### config.mk
export PLATFORM = sky130hd
export DESIGN_NAME = bch_error_injector
export DESIGN_NICKNAME = d
export VERILOG_FILES = /design/src/rtl/bch_pkg.sv /design/src/rtl/bch_error_injector.sv
export SDC_FILE = /design/constraint.sdc
export NUM_CORES = 1
export LEC_CHECK = 0
export ABC_AREA = 1
export CAP_MARGIN = 20
export CORE_AREA = 8 8 133 111
export DETAILED_ROUTE_END_ITERATION = 16
export DIE_AREA = 0 0 141 119
export DONT_BUFFER_PORTS = 1
export GPL_TIMING_DRIVEN = 0
export PLACE_DENSITY = 0.55
export SLEW_MARGIN = 10
export SYNTH_ARGS = -nofsm -noshare
export SYNTH_HDL_FRONTEND = slang
export SYNTH_SLANG_ARGS = --single-unit
### constraint.sdc
create_clock -name clk -period 4.44 [get_ports clk]
set_input_delay 0.444 -clock clk [delete_from_list [all_inputs] [get_ports clk]]
set_output_delay 0.444 -clock clk [all_outputs]
set_load 0.005 [all_outputs]
### src/rtl/bch_pkg.sv
// Shared types and defaults for the BCH encode/inject/decode path.
package bch_pkg;

  typedef enum logic [1:0] {
    INJ_BYPASS  = 2'd0,
    INJ_FIXED   = 2'd1,
    INJ_BURST   = 2'd2,
    INJ_RANDCNT = 2'd3
  } inj_mode_t;

  typedef enum logic [2:0] {
    ST_IDLE     = 3'd0,
    ST_DRAW_CNT = 3'd1,
    ST_DRAW_IDX = 3'd2,
    ST_BURST    = 3'd3,
    ST_OUT      = 3'd4
  } inj_state_t;

  localparam int BCH_N       = 15;
  localparam int BCH_MAX_ERR = 4;

endpackage

### src/rtl/bch_error_injector.sv
// Channel-error injector: flips a PRNG-chosen set of codeword bits between
// the BCH encoder and decoder, with fixed, burst and random-count modes.
module bch_error_injector
  import bch_pkg::*;
#(
  parameter int N       = BCH_N,
  parameter int MAX_ERR = BCH_MAX_ERR,
  parameter int RND_W   = 16,
  localparam int IDX_W  = $clog2(N),
  localparam int CNT_W  = $clog2(MAX_ERR + 1)
) (
  input  logic             clk,
  input  logic             rst,
  input  logic             in_valid,
  output logic             in_ready,
  input  logic [N-1:0]     in_data,
  input  logic [1:0]       mode,
  input  logic [CNT_W-1:0] num_err,
  output logic             rnd_req,
  input  logic             rnd_valid,
  input  logic [RND_W-1:0] rnd_data,
  output logic             out_valid,
  input  logic             out_ready,
  output logic [N-1:0]     out_data,
  output logic [N-1:0]     out_mask,
  output logic [CNT_W-1:0] out_err_cnt,
  output logic             busy
);

  if (N < 2)            $error("bch_error_injector: N must be >= 2");
  if (MAX_ERR > N)      $error("bch_error_injector: MAX_ERR must not exceed N");
  if (RND_W < IDX_W)    $error("bch_error_injector: RND_W must be >= IDX_W");
  if (RND_W < 8)        $error("bch_error_injector: RND_W must be >= 8 for count draws");

  inj_state_t       state, state_n;
  inj_mode_t        mode_q;
  logic [N-1:0]     data, mask, mask_n;
  logic [CNT_W-1:0] cnt, cnt_n, k, k_n, k_inc;
  logic [IDX_W-1:0] start, start_n, idx;
  logic [IDX_W:0]   sum, pos;
  logic [CNT_W-1:0] cnt_req, rnd_cnt;
  logic             idx_ok;
  logic             unused_rnd;

  assign unused_rnd = ^rnd_data;

  assign in_ready = (state == ST_IDLE);
  assign busy     = (state != ST_IDLE);

  assign cnt_req = (int'(num_err) > MAX_ERR) ? CNT_W'(MAX_ERR) : num_err;
  assign rnd_cnt = CNT_W'(int'(rnd_data[7:0]) % (MAX_ERR + 1));
  assign idx     = rnd_data[IDX_W-1:0];
  assign idx_ok  = int'(idx) < N;
  assign k_inc   = k + CNT_W'(1);

  // Burst position wraps with a single compare-subtract: start < N and k < N.
  assign sum = {1'b0, start} + (IDX_W+1)'(k);
  assign pos = (int'(sum) >= N) ? sum - (IDX_W+1)'(N) : sum;

  always_comb begin
    state_n = state;
    mask_n  = mask;
    cnt_n   = cnt;
    k_n     = k;
    start_n = start;
    rnd_req = 1'b0;
    case (state)
      ST_IDLE: begin
        if (in_valid) begin
          mask_n  = '0;
          k_n     = '0;
          start_n = '0;
          cnt_n   = cnt_req;
          if (mode == INJ_RANDCNT)                      state_n = ST_DRAW_CNT;
          else if (mode == INJ_BYPASS || cnt_req == '0) state_n = ST_OUT;
          else                                          state_n = ST_DRAW_IDX;
        end
      end
      ST_DRAW_CNT: begin
        rnd_req = 1'b1;
        if (rnd_valid) begin
          cnt_n   = rnd_cnt;
          state_n = (rnd_cnt == '0) ? ST_OUT : ST_DRAW_IDX;
        end
      end
      ST_DRAW_IDX: begin
        rnd_req = 1'b1;
        if (rnd_valid && idx_ok) begin
          if (mode_q == INJ_BURST) begin
            start_n     = idx;
            mask_n[idx] = 1'b1;
            k_n         = CNT_W'(1);
            state_n     = (cnt == CNT_W'(1)) ? ST_OUT : ST_BURST;
          end else if (!mask[idx]) begin
            // Already-set positions are rejected so the count stays exact.
            mask_n[idx] = 1'b1;
            k_n         = k_inc;
            if (k_inc == cnt) state_n = ST_OUT;
          end
        end
      end
      ST_BURST: begin
        mask_n[pos[IDX_W-1:0]] = 1'b1;
        k_n                    = k_inc;
        if (k_inc == cnt) state_n = ST_OUT;
      end
      ST_OUT: begin
        if (out_valid && out_ready) state_n = ST_IDLE;
      end
      default: state_n = ST_IDLE;
    endcase
  end

  always_ff @(posedge clk or posedge rst) begin
    if (rst) begin
      state  <= ST_IDLE;
      mode_q <= INJ_BYPASS;
      data   <= '0;
      mask   <= '0;
      cnt    <= '0;
      k      <= '0;
      start  <= '0;
    end else begin
      state <= state_n;
      mask  <= mask_n;
      cnt   <= cnt_n;
      k     <= k_n;
      start <= start_n;
      if (state == ST_IDLE && in_valid) begin
        data   <= in_data;
        mode_q <= inj_mode_t'(mode);
      end
    end
  end

  // Result registers load once on entering OUT and hold through backpressure.
  always_ff @(posedge clk or posedge rst) begin
    if (rst) begin
      out_valid   <= 1'b0;
      out_data    <= '0;
      out_mask    <= '0;
      out_err_cnt <= '0;
    end else if (state == ST_OUT && !out_valid) begin
      out_valid   <= 1'b1;
      out_data    <= data ^ mask;
      out_mask    <= mask;
      out_err_cnt <= k;
    end else if (out_valid && out_ready) begin
      out_valid <= 1'b0;
    end
  end

endmodule

==> run_results.csv <==
group,metric,value,unit
timing,max_freq,0.2426,GHz
cts,clock-sinks,79,
worst_setup_path,critPathArrivalTime,4.35,ns
worst_setup_path,end_kind,"flip-flop",
cts,cts.path.max_buffers,2,
worst_setup_path,r2r_cells,12,
die,boundaryPins,78,
die,fp.dieW,141,microns
worst_setup_path,critPathRequiredTime,4.67,ns
synthesis,postSynth.asyncResetShare,100.0,%
synthesis,yosysWarnings,0,
layout,fin_nets,764,
worst_setup_path,critPathBufInv,8,
layout,final_cell_mix,"nand2_1, o21ai_0, dfrtp_1",
route,drtIter0Drc,314,
synthesis,avgSynthCellArea,7.185,sq um
timing,period_needed,4.122,ns
route,dr.pass1.iters,6,
cts,cts_tree,"built",
hold_path,hold_path_class,"in -> async",
worst_setup_path,cp_top_family,"simple AND/OR/NAND/NOR gates",
synthesis,ys_seq_elements,79,
cts,clk_latency,0.33,ns
global_route,grt_overflow,0,
die,dieArea,0.01678,sq mm
placement,routabilityCongestion,0.8860,
synthesis,netlist_instances,684,
synthesis,seq_area_frac_synth,40.22,%
timing,hold_viol,0,
route,vias_per_cell,5.084,
worst_setup_path,start_kind,"input port",
placement,io_buffers,0,
worst_setup_path,crit_cells,40,
timing,layout_worst_path_cycle_share,92.84,%
global_route,grt_max_degree,42,
route,wl_per_cell,15.61,microns
worst_setup_path,crit_fanout,10,
run,maxCapViolCount,0,
timing,slew_violations,0,
die,core-area,0.01255,sq mm
layout,n_antenna_cell,0,
layout,final_common_cell,"nand2_1",
synthesis,ys.flop_type,"dfrtp_1",
placement,post-place-cells,861,
layout,nFillCells,1273,
cts,clockRootBuffer,"clkbuf_16",
worst_setup_path,critPathKind,"in -> reg",
layout,area_growth,17.06,%
route,drc,0,
power_and_ir_drop,power.density,647.2,mW/mm^2
synthesis,syn_nets,736,
timing,relSlewSlack,49.27,%
global_route,grt_usage,16.34,%
layout,utilization,45.86,%
cts,htreeDepth,3,
status,status,"completed",
timing,setup_slack,0.3180,ns
synthesis,syn_area,0.004915,sq mm
layout,layout-drive-gt1-share,12.41,%
synthesis,synth-edff-count,0,
placement,dp_slack,-0.5193,ns
global_route,grt_pass1_vias,4290,
die,chipHeight,119,microns
cts,path_clk_slew,0.06,ns
route,ant_nets,0,
die,rows,37,
global_route,antenna_found_initial,0,
synthesis,synth_cell_types,38,
route,routed_wl,13.92,mm
cts,cts_hold_buffers,0,
layout,stdcell_count,892,
timing,skew,0.007615,ns
die,initial_core_util,39.17,%
global_route,grt_pass1_wl,22.15,mm
route,via_count,4535,
timing,setup_violations,0,
power_and_ir_drop,vdd_ir_drop_max,0.3844,mV
power_and_ir_drop,power.leakage,2.751,nW
worst_setup_path,slowest_delay,0.30,ns
worst_setup_path,worst_path_max_delay_cell,"ha_4",
cts,numCtsBuffers,9,
timing,tightest_slew,0.7591,ns
placement,dp_hpwl,10.66,mm
worst_setup_path,cpMostUsedCell,"nand2_1",
[final timing paths]
| check | from | endpoint | slack, ns |
|---|---|---|---|
| setup / recovery | rnd_data[6] | state[1] | 0.32 |
| hold / removal | rst | out_err_cnt[2] | 0.02 |
| setup reg to reg | k[0] | mask[9] | 1.28 |
| hold reg to reg | mode_q[0] | mode_q[0] | 0.47 |
| max in group asynchronous | rst | state[0] | 3.84 |
| min in group clk | out_ready | out_valid | 0.23 |
[cell type report]
type	instances	area, sq um	share of cell area, %
multi-input combinational	500	2659	46.22
sequential	79	1977	34.36
inverter	86	326.6	5.676
clock buffer	10	239.0	4.154
tap	175	219.0	3.806
timing repair buffer	17	137.6	2.392
clock inverter	6	115.1	2.001
buffer	19	80.08	1.392
[per-layer routing]
| metal | track usage (%) | wire length [microns] | vias to the layer above |
|---|---|---|---|
| met5 | 0 | 0 | - |
| met4 | 4.223 | 127 | 0 |
| met3 | 4.950 | 1032 | 12 |
| met2 | 23.41 | 5846 | 113 |
| met1 | 23.34 | 6914 | 2126 |
| li1 | - | - | 2284 |
[sequential cells by signal, indices dropped and copies added, names as in the netlist]
register     cells
cnt              3
out_mask        15
out_err_cnt      3
out_data        15
mask            15
out_valid        1
mode_q           2
k                3
state            3
start            4
data            15
[worst reg2reg max path, stage by stage, from the launching register on]
cell and delay (ns):
dfrtp_1 0.45, ha_1 0.26, fa_1 0.41, xor2_1 0.33, nand2_1 0.12, nor2_1 0.10
nand2_1 0.07, nand3_1 0.15, mux2_2 0.39, or2_2 0.32, o21ai_0 0.20, nand3_1 0.12
a21oi_1 0.14
[synth_stat cells, types with 2 or more instances]
cell type,number,area [sq um]
nand3b_1,2,15.01
nor2_2,3,18.77
nor3_1,5,25.02
xor2_1,12,105.1
o31ai_1,2,15.01
clkbuf_1,15,56.30
mux2_2,2,22.52
xnor2_1,18,157.7
inv_1,73,274.0
o211ai_1,2,15.01
nand3_1,61,305.3
inv_2,11,41.29
o21ai_0,85,425.4
nand3_2,4,40.04
buf_1,2,7.510
o21ai_1,4,20.02
nand4_1,10,62.56
nand2_1,199,747.0
nand2_2,6,37.54
a21oi_1,23,115.1
o22ai_1,8,50.05
ha_1,10,125.1
a31oi_1,3,18.77
dfrtp_1,79,1977
nor2_1,32,120.1
[power breakdown]
group / switching [mW] / internal (mW) / leakage [nW]
sequential: 0.242 / 1.02 / 1.04
combinational: 1.05 / 0.549 / 1.55
clock: 0.294 / 0.567 / 0.169
[cell families (layout without fill, tap and decap cells)]
kind of cell / Yosys count / count (layout) / share of synthesized area (%)
buffers and inverters: 105 / 138 / 8.146
adder cells (fa/ha/maj): 11 / 11 / 2.953
AO/OA/AOI/OAI: 130 / 130 / 13.93
XOR/XNOR: 30 / 30 / 5.346
AND/OR/NAND/NOR: 327 / 327 / 28.95
multiplexers: 2 / 2 / 0.4582
flip-flops: 79 / 79 / 40.22
[metrics by stage]
step	hold WS [ns]	setup TNS, ns	instance area [sq um]	total power [mW]
after global placement	0.4533	-1.234	5134	2.769
after global routing	0.05602	-0.07628	5753	4.045
final	0.01993	0	5753	3.723
after floorplan	0.4426	0	4915	2.370
after detailed placement	0.3876	-2.095	5162	2.822
after CTS	0.03044	0	5558	3.705
[what timing repair did]
item                                    in CTS  in global routing
pin swaps                                    1                 15
setup buffers                                4                 11
gates resized for setup                      2                 28
endpoints found under the setup margin       4                  5
Note: power is estimated with default switching activity, not from simulation.
